$ cat src/rtl/pll_mgmt_responder.sv
// Avalon-MM PLL reconfiguration responder: shadow registers plus a
// bit-serial apply engine that shifts the latched frame out MSB first.
module pll_mgmt_responder #(
   parameter int NUM_C = 2,
   parameter int CNT_W = 18
) (
   input  logic        mgmt_clk,
   input  logic        mgmt_reset,
   input  logic [5:0]  mgmt_address,
   input  logic        mgmt_write,
   input  logic [31:0] mgmt_writedata,
   input  logic        mgmt_read,
   output logic [31:0] mgmt_readdata,
   output logic        mgmt_waitrequest,
   output logic        cfg_data,
   output logic        cfg_shift,
   output logic        cfg_update,
   output logic        cfg_busy
);

   localparam int TOTAL = CNT_W * (2 + NUM_C) + 39;
   localparam int CW    = $clog2(TOTAL);

   typedef enum logic [1:0] {IDLE, SHIFT, UPDATE} state_e;

   state_e                 state_q, state_d;
   logic                   mode_q, mode_d;
   logic [CNT_W-1:0]       n_q, n_d, m_q, m_d;
   logic [CNT_W-1:0]       c_q [NUM_C];
   logic [CNT_W-1:0]       c_d [NUM_C];
   logic [31:0]            k_q, k_d;
   logic [3:0]             bw_q, bw_d;
   logic [2:0]             cp_q, cp_d;
   logic [TOTAL-1:0]       shreg_q, shreg_d;
   logic [CW-1:0]          cnt_q, cnt_d;
   logic [TOTAL-1:0]       frame;
   logic                   wr_acc;
   logic [4:0]             wr_idx;

   assign mgmt_waitrequest = ~mode_q & (state_q != IDLE);
   assign wr_acc           = mgmt_write & ~mgmt_waitrequest;
   assign wr_idx           = mgmt_writedata[22:18];
   assign cfg_shift        = (state_q == SHIFT);
   assign cfg_update       = (state_q == UPDATE);
   assign cfg_busy         = (state_q != IDLE);
   assign cfg_data         = cfg_shift & shreg_q[TOTAL-1];

   always_comb begin
      frame = '0;
      frame[TOTAL-1 -: CNT_W]         = n_q;
      frame[TOTAL-1-CNT_W -: CNT_W]   = m_q;
      for (int i = 0; i < NUM_C; i++)
         frame[TOTAL-1-CNT_W*(2+i) -: CNT_W] = c_q[i];
      frame[38:7] = k_q;
      frame[6:3]  = bw_q;
      frame[2:0]  = cp_q;
   end

   always_comb begin
      state_d = state_q;
      mode_d  = mode_q;
      n_d     = n_q;
      m_d     = m_q;
      c_d     = c_q;
      k_d     = k_q;
      bw_d    = bw_q;
      cp_d    = cp_q;
      shreg_d = shreg_q;
      cnt_d   = cnt_q;
      if (wr_acc) begin
         case (mgmt_address)
            6'd0: mode_d = mgmt_writedata[0];
            6'd3: n_d    = mgmt_writedata[CNT_W-1:0];
            6'd4: m_d    = mgmt_writedata[CNT_W-1:0];
            6'd5: begin
               for (int i = 0; i < NUM_C; i++)
                  if (wr_idx == 5'(i)) c_d[i] = mgmt_writedata[CNT_W-1:0];
            end
            6'd7: k_d    = mgmt_writedata;
            6'd8: bw_d   = mgmt_writedata[3:0];
            6'd9: cp_d   = mgmt_writedata[2:0];
            default: ;
         endcase
      end
      case (state_q)
         IDLE: begin
            // START only launches from IDLE; a busy-time START is dropped
            if (wr_acc && mgmt_address == 6'd2) begin
               state_d = SHIFT;
               shreg_d = frame;
               cnt_d   = '0;
            end
         end
         SHIFT: begin
            shreg_d = shreg_q << 1;
            if (cnt_q == CW'(TOTAL - 1)) state_d = UPDATE;
            else cnt_d = cnt_q + 1'b1;
         end
         UPDATE: state_d = IDLE;
         default: state_d = IDLE;
      endcase
   end

   always_ff @(posedge mgmt_clk or posedge mgmt_reset) begin
      if (mgmt_reset) begin
         state_q <= IDLE;
         mode_q  <= 1'b0;
         n_q     <= '0;
         m_q     <= '0;
         c_q     <= '{default: '0};
         k_q     <= '0;
         bw_q    <= '0;
         cp_q    <= '0;
         shreg_q <= '0;
         cnt_q   <= '0;
      end else begin
         state_q <= state_d;
         mode_q  <= mode_d;
         n_q     <= n_d;
         m_q     <= m_d;
         c_q     <= c_d;
         k_q     <= k_d;
         bw_q    <= bw_d;
         cp_q    <= cp_d;
         shreg_q <= shreg_d;
         cnt_q   <= cnt_d;
      end
   end

   always_comb begin
      mgmt_readdata = '0;
      if (mgmt_read && !mgmt_reset) begin
         case (mgmt_address)
            6'd0: mgmt_readdata[0]         = mode_q;
            6'd1: mgmt_readdata[0]         = (state_q == IDLE);
            6'd3: mgmt_readdata[CNT_W-1:0] = n_q;
            6'd4: mgmt_readdata[CNT_W-1:0] = m_q;
            6'd5: mgmt_readdata[CNT_W-1:0] = c_q[0];
            6'd7: mgmt_readdata            = k_q;
            6'd8: mgmt_readdata[3:0]       = bw_q;
            6'd9: mgmt_readdata[2:0]       = cp_q;
            default: mgmt_readdata = '0;
         endcase
      end
   end

endmodule

$ cat config.mk
export PLATFORM = sky130hd
export DESIGN_NAME = pll_mgmt_responder
export DESIGN_NICKNAME = d
export VERILOG_FILES = /design/src/rtl/pll_mgmt_responder.sv
export SDC_FILE = /design/constraint.sdc
export NUM_CORES = 1
export LEC_CHECK = 0
export BUFFER_PORTS_ARGS = -buffer_cell sky130_fd_sc_hd__buf_2
export CORE_ASPECT_RATIO = 0.75
export CORE_MARGIN = 2
export CORE_UTILIZATION = 55
export CTS_CLUSTER_DIAMETER = 50
export DETAILED_ROUTE_END_ITERATION = 7
export PLACE_DENSITY = 0.74
export REMOVE_ABC_BUFFERS = 1
export SLEW_MARGIN = 5
export SYNTH_ARGS = -nofsm -noshare
export SYNTH_HDL_FRONTEND = slang
export SYNTH_SLANG_ARGS = --single-unit
$ cat constraint.sdc
create_clock -name mgmt_clk -period 14.8 [get_ports mgmt_clk]
set_input_delay 0.74 -clock mgmt_clk [delete_from_list [all_inputs] [get_ports mgmt_clk]]
set_output_delay 0.74 -clock mgmt_clk [all_outputs]
set_load 0.05 [all_outputs]
==> impl_metrics.env, run 1 <==
export IMPL_route_detailed_drc=0
export IMPL_boundaryPins=79
export IMPL_rsz0062_at_grt="no"
export IMPL_io_buffer_count=78
export IMPL_yosys_cell_types_count=42
export IMPL_avgViaCountPerCell=5.80
export IMPL_fp_dieW_um=163
export IMPL_slew_violations=0
export IMPL_die_area_mm2=0.0202
export IMPL_timing_hold_ws_ns=0.367
export IMPL_die_h_um=124
export IMPL_htree_levels=1
export IMPL_start_kind="input pin"
export IMPL_syn_area_mm2=0.0105
export IMPL_yosysWarnings=0
export IMPL_grt_pass1_wl_um=36100
export IMPL_rr_startpoint="state_q[0]"
export IMPL_fmax_mhz=243
export IMPL_detail_route_wl_per_cell_um=18.4
export IMPL_cts_setup_buffers=0
export IMPL_worstSkewPairLatency_ns=0.51
export IMPL_placementRows=43
export IMPL_initial_core_util_pct=56.5
export IMPL_endpoint_kind="output port"
export IMPL_min_path_type="input pin to async pin"
export IMPL_status="completed"
export IMPL_fin_crit_ns=4.12
export IMPL_grt_total_usage_pct=22.8
export IMPL_synth_edf_count=0
export IMPL_vdd_drop_max_v=0.0000714
export IMPL_ys_flop_type="dfrtp_1"
export IMPL_power_density_mw_per_mm2=139
export IMPL_clk_pin_slew_ns=0.06
export IMPL_drtAntennaViolNets=0
export IMPL_cts_root_buffer="clkbuf_16"
export IMPL_synth_seq_cells=232
export IMPL_cp_data_required_time_ns=14.06
export IMPL_leakagePower_nw=5.76
export IMPL_vias=6998
export IMPL_ys_async_sr_fraction_pct=100
export IMPL_clock_path_buffers=3
export IMPL_antenna_cells=0
export IMPL_design_core_area_mm2=0.0186
export IMPL_nets=986
export IMPL_grt_overflow_total=0
export IMPL_grt_busiest_layer="met1"
export IMPL_arrival_ns=3.38
export IMPL_crit_path_start="mgmt_address[3]"
export IMPL_place_ws_ns=10.73
export IMPL_dp_hpwl_um=13700
export IMPL_setup_tns_ns=0
export IMPL_met2_usage_pct=33.9
export IMPL_drive_gt1_share_pct=25.8
export IMPL_synth_area_per_cell_um2=11.8
export IMPL_met3_usage_pct=3.19
export IMPL_tritoncts="built"
export IMPL_tightestPinTransition_ns=1.14
export IMPL_firstDrtPassIters=7
export IMPL_cts_resized=0
export IMPL_post_route_worst_setup_slack_ns=10.68
export IMPL_final_cell_mix="dfrtp_1, nand2_1, mux2_2, mux2i_1, o21ai_0"
export IMPL_setup_viol=0
export IMPL_cts_buffers=23
export IMPL_finalCritPeriodShare_pct=27.8
export IMPL_postLayoutCellArea_mm2=0.0117
export IMPL_crit_type="input pin to output port"
export IMPL_syn_inst=892
export IMPL_finalHoldViolCount=0
export IMPL_routed_wl_um=22200
export IMPL_grt_max_degree=128
export IMPL_cp_max_fo=18
export IMPL_finClkSkew_ns=0.0135
export IMPL_grt_antenna_before_repair=0
export IMPL_post_dp_cell_area_mm2=0.0110
export IMPL_nFillCells=1485
export IMPL_maxSlewHeadroom_pct=24.0
export IMPL_gp_congestion=0.871
export IMPL_grt_pass1_vias=6722
export IMPL_cap_violations=0
export IMPL_synth_seq_area_share_pct=55.4
export IMPL_cts_hold_buf=0
export IMPL_clock_sinks=232
export IMPL_area_growth_syn_to_layout_pct=11.8
export IMPL_layout_commonest_cell="dfrtp_1"
export IMPL_use_met1_pct=35.6
export IMPL_drtIter0Drc=713
-- cell type report --
class,count,area (um^2),area share (%)
Timing Repair Buffer,85,443,3.78
Tap cell,247,309,2.64
Inverter,7,33.8,0.288
Sequential cell,232,5810,49.6
Multi-Input combinational cell,593,4400,37.5
Clock buffer,33,653,5.57
Clock inverter,9,73.8,0.630
-- metal layers --
layer  part of all wire, %  up-vias
met1                    49     3510
met5                     0        -
met4                   2.3        0
met3                   4.9       38
li1                      -     3281
met2                    43      169
-- registers in the layout, summed over array words and instances (netlist names) --
| name | flops |
|---|---|
| bw_q | 4 |
| c_q | 36 |
| cnt_q | 7 |
| cp_q | 3 |
| k_q | 32 |
| m_q | 18 |
| mode_q | 1 |
| n_q | 18 |
| shreg_q | 111 |
| state_q | 2 |
-- cells in the mapped netlist (all sizes together) (2+ instances only) --
| cell type | instances | area [um^2] |
|---|---|---|
| dfrtp | 232 | 5810 |
| nand2 | 129 | 489 |
| mux2 | 116 | 1310 |
| mux2i | 115 | 1150 |
| o21ai | 114 | 571 |
| buf | 30 | 165 |
| clkbuf | 30 | 113 |
| a21oi | 21 | 116 |
| a222oi | 16 | 160 |
| and2 | 16 | 100 |
| nor2 | 10 | 37.5 |
| and3 | 6 | 37.5 |
| inv | 6 | 22.5 |
| nand3 | 6 | 30.0 |
| o2bb2ai | 4 | 35.0 |
| nand2b | 3 | 18.8 |
| nand4 | 3 | 18.8 |
| nor2b | 3 | 18.8 |
| nor3 | 3 | 15.0 |
| nor4 | 3 | 18.8 |
| o211ai | 3 | 22.5 |
| or3 | 3 | 18.8 |
| a22oi | 2 | 15.0 |
| and4 | 2 | 17.5 |
| ha | 2 | 25.0 |
| nor3b | 2 | 26.3 |
| o21a | 2 | 15.0 |
| o311ai | 2 | 17.5 |
-- critical path, cell delays in order --
cell,delay (ns)
buf_2,0.17
nor4_1,0.82
and3_1,0.95
a22oi_1,0.23
a21oi_1,0.19
buf_2,0.28
-- report_power, final --
group | total, W | switching [W] | internal [W]
Clock | 0.000564 | 0.000240 | 0.000325
Combinational | 0.000256 | 0.000152 | 0.000105
Sequential | 0.000803 | 0.0000674 | 0.000736
-- worst paths after layout --
kind	to	slack [ns]	depth (start not counted)
worst max-delay path	mgmt_readdata[3]	10.68	6
worst min-delay path	k_q[31]	0.37	2
worst max register to register	shreg_q[18]	11.46	6
worst min register to register	shreg_q[90]	0.48	2
max in group asynchronous	shreg_q[85]	12.33	4
min in group mgmt_clk	k_q[23]	0.47	2
-- metrics by stage --
| step | cells | power, W | util [%] |
|---|---|---|---|
| after detailed placement | 1164 | 0.00107 | 59.2 |
| after CTS | 1206 | 0.00164 | 63.1 |
| after global placement | 1164 | 0.00106 | 59.2 |
| after global routing | 1206 | 0.00171 | 63.1 |
| final | 1206 | 0.00162 | 63.1 |
| after floorplan | 832 | 0.00101 | - |
-- kinds of logic after synthesis --
logic type,Yosys count,synth area share [%]
compound gates,168,9.41
fa+ha+maj,2,0.239
mux,231,23.4
buf+inv,67,2.90
simple gates,192,8.62
flops,232,55.4
No activity file was read; power rests on OpenSTA's default activity.
==> run 2: changes to the inputs <==
clock period = 4.26 ns   (was 14.8 ns; I/O delays follow)
==> run 2 against run 1 <==
Net effect:
- critical path depth increased by 1
- worst hold slack got worse by 0.35 ns
- core utilization rose by 1.6 points
- total power rose to 3.6 times the previous value
- wire length rose by 0.29%
- sequential power rose to 3.5 times the previous value
- final area grew 2.5%
- largest cell class unchanged
- highest routed layer unchanged
==> impl_metrics.env, run 2 (synthesis results as in run 1) <==
export IMPL_postLayoutCoreUtil_pct=64.7
export IMPL_finalHoldViolCount=0
export IMPL_path_depth=7
export IMPL_clock_path_buffers=3
export IMPL_postLayoutCellArea_mm2=0.0120
export IMPL_finClkSkew_ns=0.0168
export IMPL_io_buffer_count=78
export IMPL_min_path_type="input pin to flip-flop"
export IMPL_p_sw_w=0.00161
export IMPL_boundaryPins=79
export IMPL_register_area_mm2=0.00581
export IMPL_setup_viol=0
export IMPL_grt_pass1_wl_um=36100
export IMPL_grt_overflow_total=0
export IMPL_endpoint="mgmt_readdata[5]"
export IMPL_tritoncts="built"
export IMPL_gp_congestion=0.873
export IMPL_multi_input_area_mm2=0.00440
export IMPL_drtAntennaViolNets=0
export IMPL_maxSlewHeadroom_pct=27.1
export IMPL_area_growth_syn_to_layout_pct=14.6
export IMPL_fp_dieW_um=163
export IMPL_layout_commonest_cell="dfrtp_1"
export IMPL_firstDrtPassIters=6
export IMPL_cp_cell_sequence="dlygate4sd3_1, buf_2, nand2b_1, nor3_1, nand2_1, a21oi_1, buf_2"
export IMPL_endpoint_kind="output port"
export IMPL_die_area_mm2=0.0202
export IMPL_route_detailed_drc=0
export IMPL_grt_antenna_before_repair=0
export IMPL_grt_max_degree=196
export IMPL_htree_levels=1
export IMPL_pwr_share_seq_pct=47.7
export IMPL_cap_violations=0
export IMPL_cts_hold_buf=16
export IMPL_routed_wl_um=22300
export IMPL_finalCritPeriodShare_pct=68.7
export IMPL_clk_pin_slew_ns=0.06
export IMPL_cpPeakStageDelay_ns=0.57
export IMPL_crit_slowest_cell="nand2_1"
export IMPL_nets=1005
export IMPL_clock_sinks=232
export IMPL_arrival_ns=2.71
export IMPL_crit_path_start="mgmt_reset"
export IMPL_dp_hpwl_um=13800
export IMPL_cts_buffers=23
export IMPL_placementRows=43
export IMPL_cts_root_buffer="clkbuf_16"
export IMPL_cp_top_family="simple AND/OR/NAND/NOR gates"
export IMPL_pwr_share_clk_pct=36.8
export IMPL_fin_crit_ns=2.92
export IMPL_cp_max_fo=14
export IMPL_grt_total_usage_pct=22.8
export IMPL_fmax_mhz=342
export IMPL_cts_resized=0
export IMPL_timing_rr_end="shreg_q[96]"
export IMPL_rr_startpoint="state_q[0]"
export IMPL_status="completed"
export IMPL_worstSkewPairLatency_ns=0.51
export IMPL_rrSetupSlack_ns=1.54
export IMPL_top_register="shreg_q"
export IMPL_post_dp_cell_area_mm2=0.0110
export IMPL_largest_reg_flops=111
export IMPL_cp_data_required_time_ns=4.05
export IMPL_vdd_drop_max_v=0.000300
export IMPL_nFillCells=1454
export IMPL_combPwrFrac_pct=15.6
export IMPL_power_density_mw_per_mm2=488
export IMPL_worst_r2r_cell_count=5
export IMPL_rsz0062_at_grt="no"
export IMPL_crit_path_frequent_cell="buf_2"
export IMPL_reg_largest_list="shreg_q x111, c_q x36, k_q x32"
export IMPL_slew_violations=0
export IMPL_drive_gt1_share_pct=26.1
export IMPL_tightestPinTransition_ns=1.09
export IMPL_antenna_cells=0
export IMPL_initial_core_util_pct=56.5
export IMPL_grt_pass1_vias=6886
export IMPL_avgViaCountPerCell=5.71
export IMPL_drtIter0Drc=603
export IMPL_die_h_um=124
export IMPL_vias=6984
export IMPL_cts_setup_buffers=0
export IMPL_path_buf_inv=3
export IMPL_p_int_w=0.00425
export IMPL_start_kind="input pin"
export IMPL_crit_type="input pin to output port"
export IMPL_leakagePower_nw=5.90
export IMPL_design_core_area_mm2=0.0186
export IMPL_final_cell_mix="dfrtp_1, nand2_1, mux2_2, mux2i_1, o21ai_0"
export IMPL_detail_route_wl_per_cell_um=18.2
export IMPL_switching_share_pct=27.4
==> run 2: through the flow <==
| step | total power [W] | setup WS (ns) | setup TNS [ns] | hold WS [ns] | std cells |
|---|---|---|---|---|---|
| CTS | 0.00591 | 1.38 | 0 | 0.00269 | 1224 |
| global route | 0.00615 | 1.27 | 0 | 0.0140 | 1224 |
| floorplan | 0.00350 | -9.79 | -1733.13 | 0.363 | 832 |
| finish | 0.00586 | 1.34 | 0 | 0.0209 | 1224 |
| global placement | 0.00370 | 1.56 | 0 | 0.215 | 1167 |
| detailed placement | 0.00373 | 1.51 | 0 | 0.216 | 1167 |
==> run 2: power by group through the flow <==
stage / clock network (W) / registers, W / logic, W
3_3_place_gp: 0 / 0.00281 / 0.000882
4_1_cts: 0.00219 / 0.00279 / 0.000925
3_5_place_dp: 0 / 0.00282 / 0.000910
5_1_grt: 0.00229 / 0.00284 / 0.00103
2_1_floorplan: 0 / 0.00276 / 0.000741
6_report: 0.00215 / 0.00279 / 0.000911
==> run 2: per-layer routing <==
metal  routed length, um  GRT usage, %  vias to the layer above
met4                 492          5.97                        0
met5                   0             0                        -
met2                9750          34.9                      176
met1               10900          34.2                     3436
li1                    -             -                     3331
met3                1120          3.56                       41
==> run 2: layout make-up <==
| class | instances | share of cell area (%) |
|---|---|---|
| sequential | 232 | 48.3 |
| multi-input combinational | 593 | 36.6 |
| timing repair buffer | 104 | 5.42 |
| clock buffer | 28 | 5.37 |
| tap | 247 | 2.57 |
| clock inverter | 13 | 1.41 |
| inverter | 7 | 0.281 |
==> run 2: worst min path at each step <==
stage | cells past startpoint | slack, ns | from | to
floorplan | 1 | 0.36 | mgmt_writedata[0] | mode_q
global placement | 2 | 0.22 | mgmt_reset | k_q[31]
detailed placement | 2 | 0.22 | mgmt_reset | k_q[31]
CTS | 2 | 0.003 | mgmt_writedata[12] | n_q[12]
global route | 2 | 0.01 | mgmt_writedata[18] | k_q[18]
finish | 2 | 0.02 | mgmt_writedata[12] | n_q[12]
==> run 3: changes to the inputs <==
CORE_UTILIZATION = 54   (was 55)
PLACE_DENSITY = 0.76   (was 0.74)
clock period = 2.4 ns   (was 4.26 ns; I/O delays follow)
==> run 3 against run 2 <==
Net effect:
- worst hold slack improved by 0.0049 ns
- count of clock-buffer cells in the layout unchanged
- total power rose by 76%
- critical endpoint is now mgmt_readdata[17]
- via count up 3.1%
- core utilization fell by 0.95 points
- critical path type unchanged
- die area is 1.8% higher
- clock power increased by 71%
- sequential share of layout area decreased by 0.95 points
- sequential power is 78% higher
==> impl_metrics.env, run 3 (synthesis results as in run 1) <==
export IMPL_clk_pin_slew_ns=0.06
export IMPL_routed_wl_um=22800
export IMPL_nets=1033
export IMPL_drtAntennaViolNets=0
export IMPL_fp_dieW_um=165
export IMPL_clock_sinks=232
export IMPL_grt_antenna_before_repair=0
export IMPL_start_kind="input pin"
export IMPL_fin_cells=1258
export IMPL_cts_setup_buffers=0
export IMPL_power_density_mw_per_mm2=841
export IMPL_post_dp_cell_area_mm2=0.0112
export IMPL_fin_crit_ns=2.25
export IMPL_area_growth_syn_to_layout_pct=16.9
export IMPL_layout_commonest_cell="dfrtp_1"
export IMPL_avgViaCountPerCell=5.72
export IMPL_boundaryPins=79
export IMPL_crit_slowest_cell="dlygate4sd3_1"
export IMPL_vias=7202
export IMPL_finalHoldViolCount=0
export IMPL_cpPeakStageDelay_ns=0.53
export IMPL_detail_route_wl_per_cell_um=18.1
export IMPL_met3_usage_pct=2.80
export IMPL_hold_depth=2
export IMPL_register_area_mm2=0.00581
export IMPL_finalCritPeriodShare_pct=93.8
export IMPL_cap_violations=0
export IMPL_status="completed"
export IMPL_slew_violations=0
export IMPL_leakagePower_nw=6.01
export IMPL_reg_largest_list="shreg_q x111, c_q x36, k_q x32"
export IMPL_route_detailed_drc=0
export IMPL_grt_total_usage_pct=22.3
export IMPL_maxSlewHeadroom_pct=46.2
export IMPL_worstSkewPairLatency_ns=0.50
export IMPL_htree_levels=1
export IMPL_io_buffer_count=78
export IMPL_tightestPinTransition_ns=0.808
export IMPL_clock_path_buffers=3
export IMPL_crit_type="input pin to output port"
export IMPL_largest_reg_flops=111
export IMPL_drive_gt1_share_pct=26.6
export IMPL_placementRows=44
export IMPL_antenna_cells=0
export IMPL_rsz0062_at_grt="no"
export IMPL_gp_congestion=0.814
export IMPL_setup_viol=0
export IMPL_grt_pass1_wl_um=36700
export IMPL_worst_r2r_cell_count=5
export IMPL_design_core_area_mm2=0.0192
export IMPL_multi_input_area_mm2=0.00440
export IMPL_grt_max_degree=145
export IMPL_drtIter0Drc=593
export IMPL_cp_max_fo=14
export IMPL_vdd_drop_max_v=0.000551
export IMPL_tritoncts="built"
export IMPL_met2_usage_pct=34.6
export IMPL_crit_path_frequent_cell="buf_2"
export IMPL_use_met1_pct=34.6
export IMPL_place_ws_ns=0.249
export IMPL_die_h_um=125
export IMPL_grt_overflow_total=0
export IMPL_min_path_type="input pin to flip-flop"
export IMPL_fmax_mhz=444
export IMPL_cp_cell_sequence="dlygate4sd3_1, buf_2, nand2b_1, nor3_1, nand2_1, buf_4, a21oi_1, buf_2"
export IMPL_final_cell_mix="dfrtp_1, nand2_1, mux2_2, mux2i_1, o21ai_0"
export IMPL_dp_hpwl_um=14300
export IMPL_firstDrtPassIters=7
export IMPL_cp_data_required_time_ns=2.28
export IMPL_post_route_worst_setup_slack_ns=0.149
export IMPL_finClkSkew_ns=0.00622
export IMPL_initial_core_util_pct=54.6
export IMPL_place_inst=1187
export IMPL_endpoint_kind="output port"
export IMPL_grt_pass1_vias=7006
export IMPL_arrival_ns=2.13
export IMPL_grt_busiest_layer="met1"
export IMPL_cts_buffers=23
export IMPL_top_register="shreg_q"
export IMPL_postLayoutCellArea_mm2=0.0123
export IMPL_cts_root_buffer="clkbuf_16"
export IMPL_nFillCells=1482
export IMPL_die_area_mm2=0.0206
[run 3: path summary, 6_finish.rpt]
path,start,to,slack [ns]
setup / recovery,mgmt_reset,mgmt_readdata[17],0.15
hold / removal,mgmt_writedata[2],cp_q[2],0.03
setup reg to reg,state_q[0],n_q[15],0.26
hold reg to reg,shreg_q[30],shreg_q[30],0.48
max in group asynchronous,mgmt_reset,c_q[29],1.23
min in group asynchronous,mgmt_reset,k_q[31],0.13
[run 3: final cells by class]
cell class	instances	share of cell area, %
flip-flops and latches	232	47.4
multi-input cells	593	35.9
repair buffers	132	7.55
clock buffers	28	5.10
well taps	253	2.58
clock inverters	13	1.21
inverters	7	0.276
[run 3: power by group]
| group | leakage (nW) | internal [W] | total [W] | switching [W] |
|---|---|---|---|---|
| registers | 3.14 | 0.00454 | 0.00497 | 0.000428 |
| logic | 2.48 | 0.000704 | 0.00166 | 0.000957 |
| clock network | 0.390 | 0.00218 | 0.00368 | 0.00149 |
[run 3: what timing repair did]
action                                  CTS  global route
hold buffers                             30             0
hold endpoints to repair                116             0
resized for setup                         1             0
endpoints found under the setup margin    1             0
[run 3: through the flow]
| stage | hold slack, ns | TNS (ns) | total power [W] | util, % |
|---|---|---|---|---|
| global placement | 0.0947 | 0 | 0.00658 | 58.2 |
| global route | 0.0140 | 0 | 0.0108 | 63.8 |
| detailed placement | 0.0961 | 0 | 0.00666 | 58.2 |
| finish | 0.0258 | 0 | 0.0103 | 63.8 |
| CTS | 0.000708 | 0 | 0.0104 | 63.8 |
| floorplan | 0.270 | -2392.25 | 0.00621 | - |
[run 3: metal layers]
metal | up-vias | wire length, um
li1 | 3380 | -
met4 | 0 | 298
met2 | 178 | 10200
met1 | 3623 | 11300
met3 | 21 | 1020
met5 | - | 0
[run 3: worst max-delay path, delay by kind of cell]
kind                   cells  cell delay, ns
AO/OA/AOI/OAI              1            0.17
buffers and inverters      4            1.21
AND/OR/NAND/NOR            3            0.63
